===== src/rtl/smart_home_multi.sv =====
// Smart-home controller: door/window/alarm Moore FSM with per-room
// hysteretic heater/cooler control. All outputs are registered.
module smart_home_multi #(
    parameter int ROOMS     = 4,
    parameter int TW        = 7,
    parameter int T_LOW     = 50,
    parameter int T_HIGH    = 60,
    parameter int HYST      = 2,
    parameter int DOOR_HOLD = 8
) (
    input  logic                  Clk,
    input  logic                  Rst,
    input  logic                  SFD,
    input  logic                  SRD,
    input  logic [ROOMS-1:0]      SW,
    input  logic                  SFA,
    input  logic                  ACK,
    input  logic [ROOMS*TW-1:0]   ST,
    output logic                  fdoor,
    output logic                  rdoor,
    output logic                  winbuzz,
    output logic                  alarmbuzz,
    output logic [ROOMS-1:0]      win_mask,
    output logic [ROOMS-1:0]      heater,
    output logic [ROOMS-1:0]      cooler,
    output logic [2:0]            display
);

    typedef enum logic [2:0] {
        S_IDLE   = 3'b000,
        S_FDOOR  = 3'b001,
        S_RDOOR  = 3'b010,
        S_WINDOW = 3'b011,
        S_ALARM  = 3'b100
    } state_t;

    // Thresholds pre-cast to the temperature width so every compare is unsigned TW-bit.
    localparam logic [TW-1:0] L_LOW     = TW'(T_LOW);
    localparam logic [TW-1:0] L_LOW_HI  = TW'(T_LOW + HYST);
    localparam logic [TW-1:0] L_HIGH    = TW'(T_HIGH);
    localparam logic [TW-1:0] L_HIGH_LO = TW'(T_HIGH - HYST);
    localparam logic [7:0]    L_HOLD    = 8'(DOOR_HOLD);

    state_t           r_state;
    state_t           w_sel;
    state_t           w_next;
    logic [7:0]       r_hold;
    logic [7:0]       w_hold_nxt;
    logic [ROOMS-1:0] w_heat_nxt;
    logic [ROOMS-1:0] w_cool_nxt;
    logic [TW-1:0]    w_temp;

    // Highest-priority pending event, used whenever the FSM picks a fresh state.
    always_comb begin
        w_sel = S_IDLE;
        if (SFA) begin
            w_sel = S_ALARM;
        end else if (SFD) begin
            w_sel = S_FDOOR;
        end else if (SRD) begin
            w_sel = S_RDOOR;
        end else if (|SW) begin
            w_sel = S_WINDOW;
        end else begin
            w_sel = S_IDLE;
        end
    end

    // Next-state rules: alarm preempts everything, doors hold until their counter drains.
    always_comb begin
        w_next = r_state;
        case (r_state)
            S_IDLE: begin
                w_next = w_sel;
            end
            S_FDOOR: begin
                if (SFA) begin
                    w_next = S_ALARM;
                end else if (SFD) begin
                    w_next = S_FDOOR;
                end else if (r_hold == 8'd0) begin
                    w_next = w_sel;
                end else begin
                    w_next = S_FDOOR;
                end
            end
            S_RDOOR: begin
                if (SFA) begin
                    w_next = S_ALARM;
                end else if (SFD) begin
                    w_next = S_FDOOR;
                end else if (SRD) begin
                    w_next = S_RDOOR;
                end else if (r_hold == 8'd0) begin
                    w_next = w_sel;
                end else begin
                    w_next = S_RDOOR;
                end
            end
            S_WINDOW: begin
                w_next = w_sel;
            end
            S_ALARM: begin
                if (ACK && !SFA) begin
                    w_next = w_sel;
                end else begin
                    w_next = S_ALARM;
                end
            end
            default: begin
                w_next = S_IDLE;
            end
        endcase
    end

    // Hold counter: reload on entry or while the door sensor is high, count down once it drops.
    always_comb begin
        w_hold_nxt = 8'd0;
        if (w_next == S_FDOOR) begin
            if ((r_state == S_FDOOR) && !SFD) begin
                w_hold_nxt = r_hold - 8'd1;
            end else begin
                w_hold_nxt = L_HOLD;
            end
        end else if (w_next == S_RDOOR) begin
            if ((r_state == S_RDOOR) && !SRD) begin
                w_hold_nxt = r_hold - 8'd1;
            end else begin
                w_hold_nxt = L_HOLD;
            end
        end else begin
            w_hold_nxt = 8'd0;
        end
    end

    // Per-room hysteresis; alarm or an open window clears the room so it restarts from off.
    always_comb begin
        w_heat_nxt = {ROOMS{1'b0}};
        w_cool_nxt = {ROOMS{1'b0}};
        w_temp     = {TW{1'b0}};
        for (int i = 0; i < ROOMS; i++) begin
            w_temp = ST[i*TW +: TW];
            if ((w_next == S_ALARM) || SW[i]) begin
                w_heat_nxt[i] = 1'b0;
                w_cool_nxt[i] = 1'b0;
            end else begin
                if (w_temp < L_LOW) begin
                    w_heat_nxt[i] = 1'b1;
                end else if (w_temp >= L_LOW_HI) begin
                    w_heat_nxt[i] = 1'b0;
                end else begin
                    w_heat_nxt[i] = heater[i];
                end
                if (w_temp > L_HIGH) begin
                    w_cool_nxt[i] = 1'b1;
                end else if (w_temp <= L_HIGH_LO) begin
                    w_cool_nxt[i] = 1'b0;
                end else begin
                    w_cool_nxt[i] = cooler[i];
                end
            end
        end
    end

    // State, hold counter and all actuator outputs, registered from the next-state decode.
    always_ff @(posedge Clk or posedge Rst) begin
        if (Rst) begin
            r_state   <= S_IDLE;
            r_hold    <= 8'd0;
            fdoor     <= 1'b0;
            rdoor     <= 1'b0;
            winbuzz   <= 1'b0;
            alarmbuzz <= 1'b0;
            win_mask  <= {ROOMS{1'b0}};
            heater    <= {ROOMS{1'b0}};
            cooler    <= {ROOMS{1'b0}};
        end else begin
            r_state   <= w_next;
            r_hold    <= w_hold_nxt;
            fdoor     <= (w_next == S_FDOOR);
            rdoor     <= (w_next == S_RDOOR);
            winbuzz   <= (w_next == S_WINDOW);
            alarmbuzz <= (w_next == S_ALARM);
            win_mask  <= (w_next == S_WINDOW) ? SW : {ROOMS{1'b0}};
            heater    <= w_heat_nxt;
            cooler    <= w_cool_nxt;
        end
    end

    assign display = r_state;

endmodule


===== config.mk =====
export PLATFORM = sky130hd
export DESIGN_NAME = smart_home_multi
export DESIGN_NICKNAME = d
export VERILOG_FILES = /design/src/rtl/smart_home_multi.sv
export SDC_FILE = /design/constraint.sdc
export NUM_CORES = 1
export LEC_CHECK = 0
export BUFFER_PORTS_ARGS = -buffer_cell sky130_fd_sc_hd__clkbuf_2
export CORE_AREA = 2 2 92 50
export CTS_CLUSTER_DIAMETER = 120
export DETAILED_ROUTE_END_ITERATION = 16
export DIE_AREA = 0 0 94 52
export GPL_TIMING_DRIVEN = 0
export HOLD_SLACK_MARGIN = 0.1
export PLACE_DENSITY = 0.69
export REMOVE_ABC_BUFFERS = 1
export SYNTH_ARGS = -nofsm -noshare
export SYNTH_HDL_FRONTEND = slang
export SYNTH_SLANG_ARGS = --single-unit

===== constraint.sdc =====
create_clock -name Clk -period 2.7 [get_ports Clk]
set_clock_uncertainty 0.05 [all_clocks]
set_input_delay 0.405 -clock Clk [delete_from_list [all_inputs] [get_ports Clk]]
set_output_delay 0.405 -clock Clk [all_outputs]
set_load 0.01 [all_outputs]

==> summary.md <==
| Metric | Value |
|---|---|
| Initial core utilization | 0.332 |
| Fraction of layout cells with a size suffix above 1 | 0.353 |
| Crit share post-route | 0.820 |
| FMAX | between 0.4 and 0.5 GHz |
| Port bufs | 56 |
| Total CTS buffers | 3 |
| Synth-to-Final Area Change | 28.9% |
| Post-synth design cell area | 1380 um2 |
| Final Critical Period | between 2 and 2.5 ns |
| Max cap viols | 0 |
| Synth Instances | around 130 |
| End of the worst register-to-register path | r_hold[7] |
| Dpl hpwl | about 2800 um |
| Post-route ant nets | 0 |
| Critical R2R Launch | r_hold[0] |
| FP Rows | 17 |
| Final total negative setup slack | 0 ns |
| Worst reg2reg path depth | 7 |
| First-pass GRT wire length | 5550 um |
| Status | completed |
| Core area | 4150 um2 |
| Wire per inst | 13.9 um |
| Vias/cell | approximately 4.9 |
| Deepest clock path buffer count | 2 |
| Min-delay worst type | primary input to flop |
| CTS H-tree depth | 1 |
| Nets@finish | approximately 230 |
| Fillers | ~410 |
| EDFF count, synth | 0 |
| Clk_lat worst skew | approximately 0.28 ns |
| Clock-pin slew on the worst setup and hold paths | about 0.1 ns |
| Total leakage power | between 0.8 and 0.9 nW |
| Most frequent cells after synthesis | dfrtp_1, nor2_1, inv_1, o21ai_0, a21oi_1 |
| Post-synth top area share | 0.490 |
| Final WL | approximately 3400 um |
| Crit path required time | ~2.8 ns |
| Most instantiated library cell after synthesis | dfrtp_1 |
| Crit path launch | r_hold[0] |
| Resize count post-CTS | 0 |
| Critical Path End | r_hold[7] |
| GR Overflow Total | 0 |
| CTS root buffer | clkbuf_8 |
| Top Ports | 57 |
| Maximum vdd drop | roughly 230 uV |
| Synth Area per Inst | 10.5 um2 |
| Critical Path Fanout Max | 7 |
| Pins Over Slew Limit | 0 |
| Final Wtd Congestion | between 0.8 and 0.9 |
| Clock sinks | 27 |
| Die H | 52 um |
| R2r setup slk | between 0.4 and 0.5 ns |
| Die ar. | about 4900 um2 |
| Fraction of registers with async set/reset | 1.00 |
| Crit end category | flop |
| Vias in the first global route | roughly 1.2k |
| Pre-antenna DRT Iters | 4 |
| Final routed DRC violation total | 0 |
| Largest net degree at the start of global routing | 28 |
| Inserted Diodes | 0 |
| FF+latch count, synth | 27 |
| GR Util All Layers | 0.146 |
| Max-slew headroom | 0.318 |
| Die X | roughly 94 um |
| Post-CTS Hold Buffers | 0 |
| Dominant cell type by area after synthesis | dfrtp_1 |
| Synth Flop Type | dfrtp_1 |
| WS Path Type | flop to flop |
| TritonCTS clock tree | yes |
| Initial antenna violation count | 0 |
| Number of DRC markers in iteration 0 | 39 |
| Crit path DAT | ~2.3 ns |
| Sequential cell area | 676 um2 |
| RSZ-0062 raised after global routing | false |
| Final hold slack | between 0.2 and 0.25 ns |
| P per Cell Area | 512 nW/um2 |
| Register area share after synthesis | 0.490 |
| Top cells by area, synth | dfrtp_1, o21ai_0, nor2_1, inv_1, o311a_1 |
| YS warnings | 0 |
| Synth cell types | 36 |
| Slew @ Worst Pin | between 1 and 1.5 ns |
| Final hold vios | 0 |
| # setup viols final | 0 |
| Postcts setup bufs | 0 |
| DR vias | around 1.2k |
| Area taken by multi-input logic gates | 658 um2 |
| Worst setup SP type | flop |
[where the power goes]
| part | internal (mW) | total, mW | leakage [nW] | switching (mW) |
|---|---|---|---|---|
| Sequential | 0.429 | 0.453 | 0.364 | 0.0240 |
| Clock | 0.109 | 0.247 | 0.0261 | 0.139 |
| Combinational | 0.0908 | 0.210 | 0.501 | 0.119 |
| Total | 0.628 | 0.910 | 0.891 | 0.282 |
[how the worst min path moves through the flow]
stage	startpoint	endpoint	cells after the start
after floorplan	r_hold[0]	r_hold[0]	1
after global placement	r_hold[0]	r_hold[0]	1
after detailed placement	r_hold[0]	r_hold[0]	1
after CTS	ST[13]	heater[1]	2
after global routing	ST[20]	heater[2]	2
final	ST[27]	heater[3]	2
[kinds of logic (layout without fill, tap and decap cells)]
kind of cell	Yosys count	in the layout	share of synthesized area
XOR/XNOR	6	6	0.0381
adder cells (fa/ha/maj)	2	2	0.0181
flip-flops	27	27	0.490
buffers and inverters	12	71	0.0327
AO/OA/AOI/OAI	35	35	0.210
multiplexers	1	1	0.00726
AND/OR/NAND/NOR	48	48	0.204
[per-layer routing]
metal  vias to the layer above  GRT usage  wire (um)
li1                        601          -          -
met1                       580      0.215       1740
met2                        34      0.215       1500
met3                         2     0.0377        192
met4                         0     0.0314         17
met5                         -          0          0
[sequential cells by signal (all words and copies together) (netlist names)]
name       cells
winbuzz        1
cooler         4
heater         4
alarmbuzz      1
display        3
r_hold         8
win_mask       4
fdoor          1
rdoor          1
[cell type report]
cell class              count  share of cell area
multi-input cells          92               0.370
flip-flops and latches     27               0.380
repair buffers             56               0.158
clock inverters             1             0.00493
clock buffers               3              0.0232
inverters                  11              0.0232
well taps                  57              0.0401
[layout by cell type, fill, tap and decap left out, types with 2 or more instances in the layout]
cell / netlist / layout
a21oi_1: 7 / 7
inv_1: 11 / 11
clkbuf_2: 0 / 56
nor4_1: 5 / 5
xor2_1: 3 / 3
or3b_1: 2 / 2
or3_1: 2 / 2
dfrtp_1: 27 / 27
o21ai_0: 9 / 9
and2_1: 5 / 5
ha_1: 2 / 2
nor2_1: 12 / 12
o311a_1: 4 / 4
clkbuf_8: 0 / 3
a41oi_1: 4 / 4
nor2b_1: 5 / 5
nor3_1: 6 / 6
nand2_1: 3 / 3
xnor2_1: 3 / 3
nor3b_1: 2 / 2
o21a_1: 2 / 2
[stage by stage]
stage               worst slack [ns]  cell area [um2]   util  power [mW]  std cells
CTS                            0.486             1780  0.428       0.919        247
detailed placement             0.479             1730  0.416       0.671        243
floorplan                      0.771             1380      -       0.581        130
finish                         0.485             1780  0.428       0.910        247
global placement               0.505             1730  0.416       0.667        243
global route                   0.333             1780  0.428       0.962        247
[worst max-delay path, stage by stage, from the launching register on]
cell	delay [ns]
dfrtp_1	0.43
inv_1	0.11
ha_1	0.16
or4b_1	0.43
o221ai_1	0.20
o311ai_2	0.27
a32oi_4	0.35
nor2_1	0.10
(Power assumes the default switching activity.)
